File: config.mk
export PLATFORM = sky130hd
export DESIGN_NAME = demux14_buf
export DESIGN_NICKNAME = d
export VERILOG_FILES = /design/src/rtl/demux14_buf.sv
export SDC_FILE = /design/constraint.sdc
export NUM_CORES = 1
export LEC_CHECK = 0
export ABC_AREA = 1
export BUFFER_PORTS_ARGS = -buffer_cell sky130_fd_sc_hd__buf_2
export CAP_MARGIN = 10
export CORE_MARGIN = 2
export CORE_UTILIZATION = 39
export DETAILED_ROUTE_END_ITERATION = 8
export SLEW_MARGIN = 20
export SYNTH_ARGS = -nofsm -noshare
export SYNTH_HDL_FRONTEND = slang
export SYNTH_SLANG_ARGS = --single-unit
File: constraint.sdc
create_clock -name clk -period 1.8 [get_ports clk]
set_clock_uncertainty 0.15 [all_clocks]
set_input_delay 0.09 -clock clk [delete_from_list [all_inputs] [get_ports clk]]
set_output_delay 0.09 -clock clk [all_outputs]
set_load 0.03 [all_outputs]
File: src/rtl/demux14_buf.sv
// Buffered 1:4 demultiplexer: one valid/ready input stream is steered by in_select
// into one of four small FIFOs, and each FIFO drains through its own valid/ready port.

module demux14_buf_ch #(
  parameter int WIDTH = 4,
  parameter int DEPTH = 2,
  parameter int AW    = $clog2(DEPTH),
  parameter int CW    = AW + 1
) (
  input  logic             clk,
  input  logic             rst_n,
  input  logic             push,
  input  logic [WIDTH-1:0] din,
  input  logic             rdy,
  output logic             valid,
  output logic             full,
  output logic [WIDTH-1:0] head,
  output logic [CW-1:0]    cnt
);
  logic [DEPTH-1:0][WIDTH-1:0] mem;
  logic [AW-1:0]               wp, rp;
  logic                        pop;

  assign valid = (cnt != '0);
  assign full  = (cnt == CW'(DEPTH));
  assign pop   = valid && rdy;
  assign head  = mem[rp];

  // Storage is cleared on reset as well, so the heads read 0 until first written.
  always_ff @(posedge clk) begin
    if (!rst_n) begin
      mem <= '0;
      wp  <= '0;
      rp  <= '0;
      cnt <= '0;
    end else begin
      if (push) begin
        mem[wp] <= din;
        wp      <= wp + AW'(1);
      end
      if (pop) rp <= rp + AW'(1);
      cnt <= cnt + CW'(push) - CW'(pop);
    end
  end
endmodule

module demux14_buf #(
  parameter int WIDTH = 4,
  parameter int DEPTH = 2,
  parameter int CW    = $clog2(DEPTH) + 1
) (
  input  logic             clk,
  input  logic             rst_n,
  input  logic             in_valid,
  output logic             in_ready,
  input  logic [WIDTH-1:0] in_data,
  input  logic [1:0]       in_select,
  output logic [3:0]       out_valid,
  input  logic [3:0]       out_ready,
  output logic [WIDTH-1:0] out1,
  output logic [WIDTH-1:0] out2,
  output logic [WIDTH-1:0] out3,
  output logic [WIDTH-1:0] out4,
  output logic [4*CW-1:0]  level
);
  logic [3:0]                 full, push;
  logic [3:0][WIDTH-1:0]      head;
  logic [3:0][CW-1:0]         cnt;

  // Case form keeps an unknown select from ever reporting ready.
  always_comb begin
    in_ready = 1'b0;
    case (in_select)
      2'b00:   in_ready = !full[0];
      2'b01:   in_ready = !full[1];
      2'b10:   in_ready = !full[2];
      2'b11:   in_ready = !full[3];
      default: in_ready = 1'b0;
    endcase
  end

  genvar k;
  generate
    for (k = 0; k < 4; k++) begin : g_ch
      assign push[k] = in_valid && in_ready && (in_select == 2'(k));
      demux14_buf_ch #(.WIDTH(WIDTH), .DEPTH(DEPTH)) u_ch (
        .clk   (clk),
        .rst_n (rst_n),
        .push  (push[k]),
        .din   (in_data),
        .rdy   (out_ready[k]),
        .valid (out_valid[k]),
        .full  (full[k]),
        .head  (head[k]),
        .cnt   (cnt[k])
      );
    end
  endgenerate

  assign out1  = head[0];
  assign out2  = head[1];
  assign out3  = head[2];
  assign out4  = head[3];
  assign level = cnt;
endmodule
==> results of run 1 <==
[through the flow]
stage | TNS [ns] | area, um^2
global placement | -0.08697 | 2668
global route | -0.6170 | 2928
detailed placement | -0.1515 | 2668
CTS | -0.1510 | 2840
floorplan | -0.9733 | 2251
finish | -0.1161 | 2928
[where the power goes]
part | internal [mW] | switching (mW)
clock | 0.314 | 0.373
sequential | 1.22 | 0.124
combinational | 0.576 | 0.851
[synthesized netlist by cell type]
cell      count
nand4_1       3
ha_1          8
nand2_1     111
or2_2         4
o211ai_1      1
a21oi_1      21
dfxtp_1      48
nor2_1       55
buf_4         4
xor2_1        4
clkbuf_1      4
inv_1        31
nor2_4        6
buf_1         1
o21ai_0      20
nand3_2       1
[area by class of cell]
cell class              instances  area (um^2)  area share [%]
inverters                      31        116.4           3.974
repair buffers                 73        470.5           16.07
clock buffers                   6        82.58           2.821
multi-input cells             234         1172           40.04
flip-flops and latches         48        983.4           33.59
well taps                      72        90.09           3.077
clock inverters                 2        12.51          0.4274
[sequential cells by signal, summed over array words and instances, names as in the netlist]
signal,flops
g_ch.u_ch.wp,4
g_ch.u_ch.cnt,8
g_ch.u_ch.mem,32
g_ch.u_ch.rp,4
[critical path: stages (launching register included)]
cell and delay, ns:
dfxtp_4 0.36, or2_2 0.30, nand2_2 0.07, inv_1 0.04, ha_1 0.27, inv_1 0.07
ha_2 0.17, xor2_1 0.17, o21ai_1 0.09, a21oi_1 0.12
[metal layers]
layer  track usage, %  vias to the layer above  wire length, um  share of wire, %
li1                 -                     1128                -                 -
met1            20.24                      917             2231                45
met2            29.83                       31             2520                50
met3            3.507                        5              163               3.3
met4            6.207                        0               78               1.6
met5                0                        -                0                 0
[logic make-up (layout without fill, tap and decap cells)]
logic type | Yosys count | count (layout)
buffers and inverters | 40 | 112
adder cells (fa/ha/maj) | 8 | 8
AND/OR/NAND/NOR | 180 | 180
flip-flops | 48 | 48
XOR/XNOR | 4 | 4
AO/OA/AOI/OAI | 42 | 42
[worst paths after layout]
path / cells past startpoint / slack, ns / end / start
setup reg to reg: 9 / -0.07 / g_ch[1].u_ch.cnt[1]$_SDFF_PN0_ / g_ch[1].u_ch.cnt[0]$_SDFF_PN0_
setup / recovery: 9 / -0.07 / g_ch[1].u_ch.cnt[1]$_SDFF_PN0_ / g_ch[1].u_ch.cnt[0]$_SDFF_PN0_
hold / removal: 3 / 0.05 / g_ch[0].u_ch.mem[0]$_SDFFE_PN0P_ / in_data[0]
hold reg to reg: 1 / 0.31 / g_ch[0].u_ch.cnt[1]$_SDFF_PN0_ / g_ch[0].u_ch.cnt[1]$_SDFF_PN0_
[repair_timing]
action	CTS	global route
setup endpoints to repair	3	7
hold buffers	5	0
endpoints found under the hold margin	11	0
buffers inserted	3	3
resized for setup	2	14
pin swaps	4	16
==> flow_metrics.env, run 1 <==
export IMPL_status="complete, but fails checks"
export IMPL_violations="setup timing"
export IMPL_clockRootBuffer="clkbuf_8"
export IMPL_pre_cts_slack_ns=-0.06572
export IMPL_worst_slack_ns=-0.07261
export IMPL_irDropWorstVdd_uv=596.6
export IMPL_worstMarginPinSlew_ns=0.3701
export IMPL_cts_sinks=48
export IMPL_overflow=0
export IMPL_grt_pass1_wl_um=8383
export IMPL_synth_xor_area_share_pct=1.579
export IMPL_synth_area_mm2=0.002218
export IMPL_cts_tree="done"
export IMPL_ios=42
export IMPL_final_util_pct=53.17
export IMPL_synth_top_cell_area_share_pct=43.32
export IMPL_area_growth_pct=31.98
export IMPL_dp_hpwl_um=3440
export IMPL_fill_cells=574
export IMPL_clkTransAtPathRegs_ns=0.09
export IMPL_clkLatencyLatePin_ns=0.30
export IMPL_synth_mux_area_share_pct=0
export IMPL_rows=27
export IMPL_dieArea_mm2=0.006308
export IMPL_synth_fp_nets=343
export IMPL_grt_pass1_vias=1918
export IMPL_routed_via_count=2081
export IMPL_drc=0
export IMPL_grt_use_total_pct=16.95
export IMPL_first_pass_iters=4
export IMPL_wl_per_cell_um=10.71
export IMPL_fmax_ghz=0.5340
export IMPL_syn_inst=322
export IMPL_cts_buffers=5
export IMPL_worstSetupStartpointType="flip-flop"
export IMPL_powerDensity_mw_per_mm2=1183
export IMPL_slew_limit_headroom_pct=75.22
export IMPL_crit_type="flip-flop to flip-flop"
export IMPL_end_kind="flip-flop"
export IMPL_final_cell_count_no_fill=466
export IMPL_final_max_slew_viol_count=0
export IMPL_critPathMaxFanout=3
export IMPL_synth_top_family_by_area="simple AND/OR/NAND/NOR gates"
export IMPL_drt_total_wl_um=4993
export IMPL_crit_arrival_ns=1.96
export IMPL_viasPerCell=4.466
export IMPL_rsz0062_at_grt="yes"
export IMPL_whs_ns=0.05255
export IMPL_fp_dieH_um=79.42
export IMPL_setup_viol=2
export IMPL_ctsHtreeMaxLevel=2
export IMPL_synth_area_per_cell_um2=6.889
export IMPL_crit_required_ns=1.89
export IMPL_antenna_found_initial=0
export IMPL_design_core_area_mm2=0.005507
export IMPL_gp_congestion=0.7462
export IMPL_drt_first_iter_violations=59
export IMPL_drive_above_1_share_pct=28.93
export IMPL_antenna_left=0
export IMPL_synth_compound_area_share_pct=9.588
export IMPL_synth_cell_types=16
export IMPL_ctsLongestPathBuffers=2
export IMPL_worstHoldPathType="input pin to flip-flop"
export IMPL_synthTopCellsByArea="dfxtp_1 43%, nand2_1 19%, nor2_1 9.3%, inv_1 5.2%, a21oi_1 4.7%"
export IMPL_drv_cap=0
export IMPL_yosys_area_share_simple_pct=33.56
export IMPL_die_w_um=79.42
export IMPL_yosysWarnings=0
export IMPL_num_antenna_cells=0
export IMPL_initial_core_util_pct=40.29
export IMPL_yosysSeqAreaShare_pct=43.32
export IMPL_leakagePower_nw=1.490
export IMPL_grt_start_max_net_pins=26
export IMPL_final_common_cell="nand2_1"
export IMPL_io_buffers=41
export IMPL_post_route_min_period_ns=1.873
export IMPL_finalHoldViolations=0
export IMPL_dp_cells=447
export IMPL_final_cell_mix="105 x nand2_1, 55 x nor2_1, 41 x buf_2, 40 x dfxtp_1"
export IMPL_fin_total_pwr_mw=3.463
export IMPL_synthAdderAreaFrac_pct=4.512
export IMPL_final_nets=414
export IMPL_synth_top_cell_by_area="dfxtp_1"
export IMPL_fin_crit_sh_pct=104.0
export IMPL_ys_ff_latch=48
Note: power is estimated with default switching activity, not from simulation.
==> inputs of run 2 (changes only) <==
Settings changed: TNS_END_PERCENT set to 10.
==> flow_metrics.env, run 2 (synthesized netlist as in run 1, its figures left out) <==
export IMPL_crit_arrival_ns=1.90
export IMPL_irDropWorstVdd_uv=523.1
export IMPL_slowest_stage="dfxtp_4"
export IMPL_crit_type="flip-flop to flip-flop"
export IMPL_fp_dieH_um=79.42
export IMPL_seqCellArea_um2=975.9
export IMPL_dp_hpwl_um=3236
export IMPL_status="complete, but fails checks"
export IMPL_ctsHtreeMaxLevel=2
export IMPL_path_buf_inv=2
export IMPL_p_comb_share_pct=38.4
export IMPL_reg_top3="g_ch.u_ch.mem (32), g_ch.u_ch.cnt (8)"
export IMPL_initial_core_util_pct=40.29
export IMPL_area_growth_pct=27.07
export IMPL_drt_total_wl_um=4554
export IMPL_clockRootBuffer="clkbuf_8"
export IMPL_clkTransAtPathRegs_ns=0.09
export IMPL_antenna_found_initial=0
export IMPL_worstHoldPathCells=4
export IMPL_fill_cells=549
export IMPL_dp_cells=447
export IMPL_routed_via_count=2039
export IMPL_multi_input_area_mm2=0.001115
export IMPL_largest_reg_flops=32
export IMPL_cpMostUsedCell="nand2_1"
export IMPL_viasPerCell=4.442
export IMPL_p_sw_mw=1.282
export IMPL_drv_cap=0
export IMPL_worstHoldPathType="input pin to flip-flop"
export IMPL_min_from="out_ready[3]"
export IMPL_crit_required_ns=1.84
export IMPL_final_cell_count_no_fill=459
export IMPL_post_route_min_period_ns=1.856
export IMPL_rsz0062_at_grt="yes"
export IMPL_final_cell_mix="107 x nand2_1, 55 x nor2_1, 42 x dfxtp_1, 41 x buf_2, 28 x inv_1"
export IMPL_powerDensity_mw_per_mm2=1213
export IMPL_p_int_mw=2.137
export IMPL_finalHoldViolations=0
export IMPL_drive_above_1_share_pct=25.32
export IMPL_worstMarginPinSlew_ns=0.4158
export IMPL_setup_viol=4
export IMPL_leakagePower_nw=1.462
export IMPL_top_register="g_ch.u_ch.mem"
export IMPL_sw_frac_of_total_pct=37.49
export IMPL_violations="setup timing"
export IMPL_final_nets=407
export IMPL_power_frac_seq_pct=38.8
export IMPL_ctsLongestPathBuffers=2
export IMPL_dieArea_mm2=0.006308
export IMPL_rrSetupSlack_ns=-0.06
export IMPL_final_common_cell="nand2_1"
export IMPL_cts_sinks=48
export IMPL_first_pass_iters=5
export IMPL_pre_cts_slack_ns=-0.1236
export IMPL_slowest_delay_ns=0.36
export IMPL_overflow=0
export IMPL_worst_slack_ns=-0.05573
export IMPL_grt_pass1_vias=1776
export IMPL_design_core_area_mm2=0.005507
export IMPL_antenna_left=0
export IMPL_r2r_start="g_ch[2].u_ch.cnt[0]$_SDFF_PN0_"
export IMPL_num_antenna_cells=0
export IMPL_end_kind="flip-flop"
export IMPL_ios=42
export IMPL_grt_start_max_net_pins=49
export IMPL_die_w_um=79.42
export IMPL_io_buffers=41
export IMPL_cts_buffers=5
export IMPL_cts_tree="done"
export IMPL_whs_endpoint="g_ch[3].u_ch.rp$_SDFFE_PN0P_"
export IMPL_worstSetupStartpointType="flip-flop"
export IMPL_rows=27
export IMPL_drt_first_iter_violations=67
export IMPL_timing_rr_end="g_ch[2].u_ch.cnt[1]$_SDFF_PN0_"
export IMPL_wl_per_cell_um=9.922
export IMPL_drc=0
export IMPL_clkLatencyLatePin_ns=0.30
export IMPL_critPathTopFamily="adder cells"
export IMPL_final_max_slew_viol_count=0
export IMPL_fin_crit_sh_pct=103.1
export IMPL_gp_congestion=0.7206
export IMPL_slew_limit_headroom_pct=72.18
export IMPL_ff2ff_path_depth=11
export IMPL_critPathMaxFanout=4
export IMPL_postPlaceCellArea_mm2=0.002653
export IMPL_grt_pass1_wl_um=7817
export IMPL_clockPowerShare_pct=22.8
export IMPL_design_area_mm2=0.002819
export IMPL_final_util_pct=51.19
export IMPL_fmax_ghz=0.5389
export IMPL_cp_cell_sequence="inv_2 -> nand2_1 -> nand2_1 -> nand3_2 -> nand4_1 -> ha_1 -> inv_1 -> ha_2 -> xor2_2 -> o21ai_1 -> a21oi_1"
export IMPL_grt_use_total_pct=15.63
-- run 2: final cells by class --
| cell class | count | area share [%] |
|---|---|---|
| clock buffer | 5 | 2.441 |
| clock inverter | 3 | 1.509 |
| inverter | 31 | 4.128 |
| multi-input combinational | 234 | 39.55 |
| sequential | 48 | 34.62 |
| tap | 72 | 3.196 |
| timing repair buffer | 66 | 14.56 |
-- run 2: how the worst max path moves through the flow --
| stage | from | end | slack [ns] | cells past startpoint |
|---|---|---|---|---|
| floorplan | g_ch[2].u_ch.cnt[0]$_SDFF_PN0_ | g_ch[2].u_ch.cnt[1]$_SDFF_PN0_ | -0.25 | 11 |
| global placement | g_ch[2].u_ch.cnt[0]$_SDFF_PN0_ | g_ch[2].u_ch.cnt[1]$_SDFF_PN0_ | -0.07 | 11 |
| detailed placement | g_ch[2].u_ch.cnt[0]$_SDFF_PN0_ | g_ch[2].u_ch.cnt[1]$_SDFF_PN0_ | -0.12 | 11 |
| CTS | g_ch[1].u_ch.cnt[0]$_SDFF_PN0_ | g_ch[2].u_ch.cnt[1]$_SDFF_PN0_ | -0.09 | 11 |
| global route | g_ch[1].u_ch.cnt[0]$_SDFF_PN0_ | g_ch[2].u_ch.cnt[1]$_SDFF_PN0_ | -0.19 | 11 |
| finish | g_ch[2].u_ch.cnt[0]$_SDFF_PN0_ | g_ch[2].u_ch.cnt[1]$_SDFF_PN0_ | -0.06 | 11 |
-- run 2: what timing repair did --
| action | CTS | global route |
|---|---|---|
| endpoints found under the hold margin | 2 | 0 |
| hold buffers | 2 | 0 |
| resized for setup | 4 | 3 |
| setup endpoints to repair | 4 | 6 |
| setup buffers | 1 | 1 |
| pin swaps | 5 | 2 |
-- run 2: stage by stage --
stage               power (mW)  hold WS (ns)  TNS (ns)
finish                   3.418       0.01382  -0.09897
global route             3.661      0.004168   -0.6543
CTS                      3.453      0.009032   -0.2131
detailed placement       2.630        0.3210   -0.1976
global placement         2.617        0.3119  -0.08266
floorplan                2.234        0.1227    -1.121
-- run 2: power groups by stage --
stage	combinational (mW)	clock, mW	sequential, mW
after floorplan	0.752	0	1.48
after global placement	1.27	0	1.35
after detailed placement	1.28	0	1.35
after CTS	1.32	0.807	1.33
after global routing	1.46	0.846	1.35
final	1.31	0.779	1.33
-- run 2: worst register-to-register path, delay by kind of cell, from the launching register on --
family / cells / cell delay (ns)
DFF: 1 / 0.36
buffers and inverters: 2 / 0.07
adders and majority gates: 2 / 0.48
AOI/OAI and AO/OA: 2 / 0.18
and+or+nand+nor: 4 / 0.34
xor gates and xnor gates: 1 / 0.17
-- run 2: routing by layer --
layer / global-route usage [%] / vias up / wire, um
li1: - / 1119 / -
met1: 19.11 / 888 / 2193
met2: 27.23 / 32 / 2169
met3: 3.959 / 0 / 190
met4: 4.138 / 0 / 0
met5: 0 / - / 0
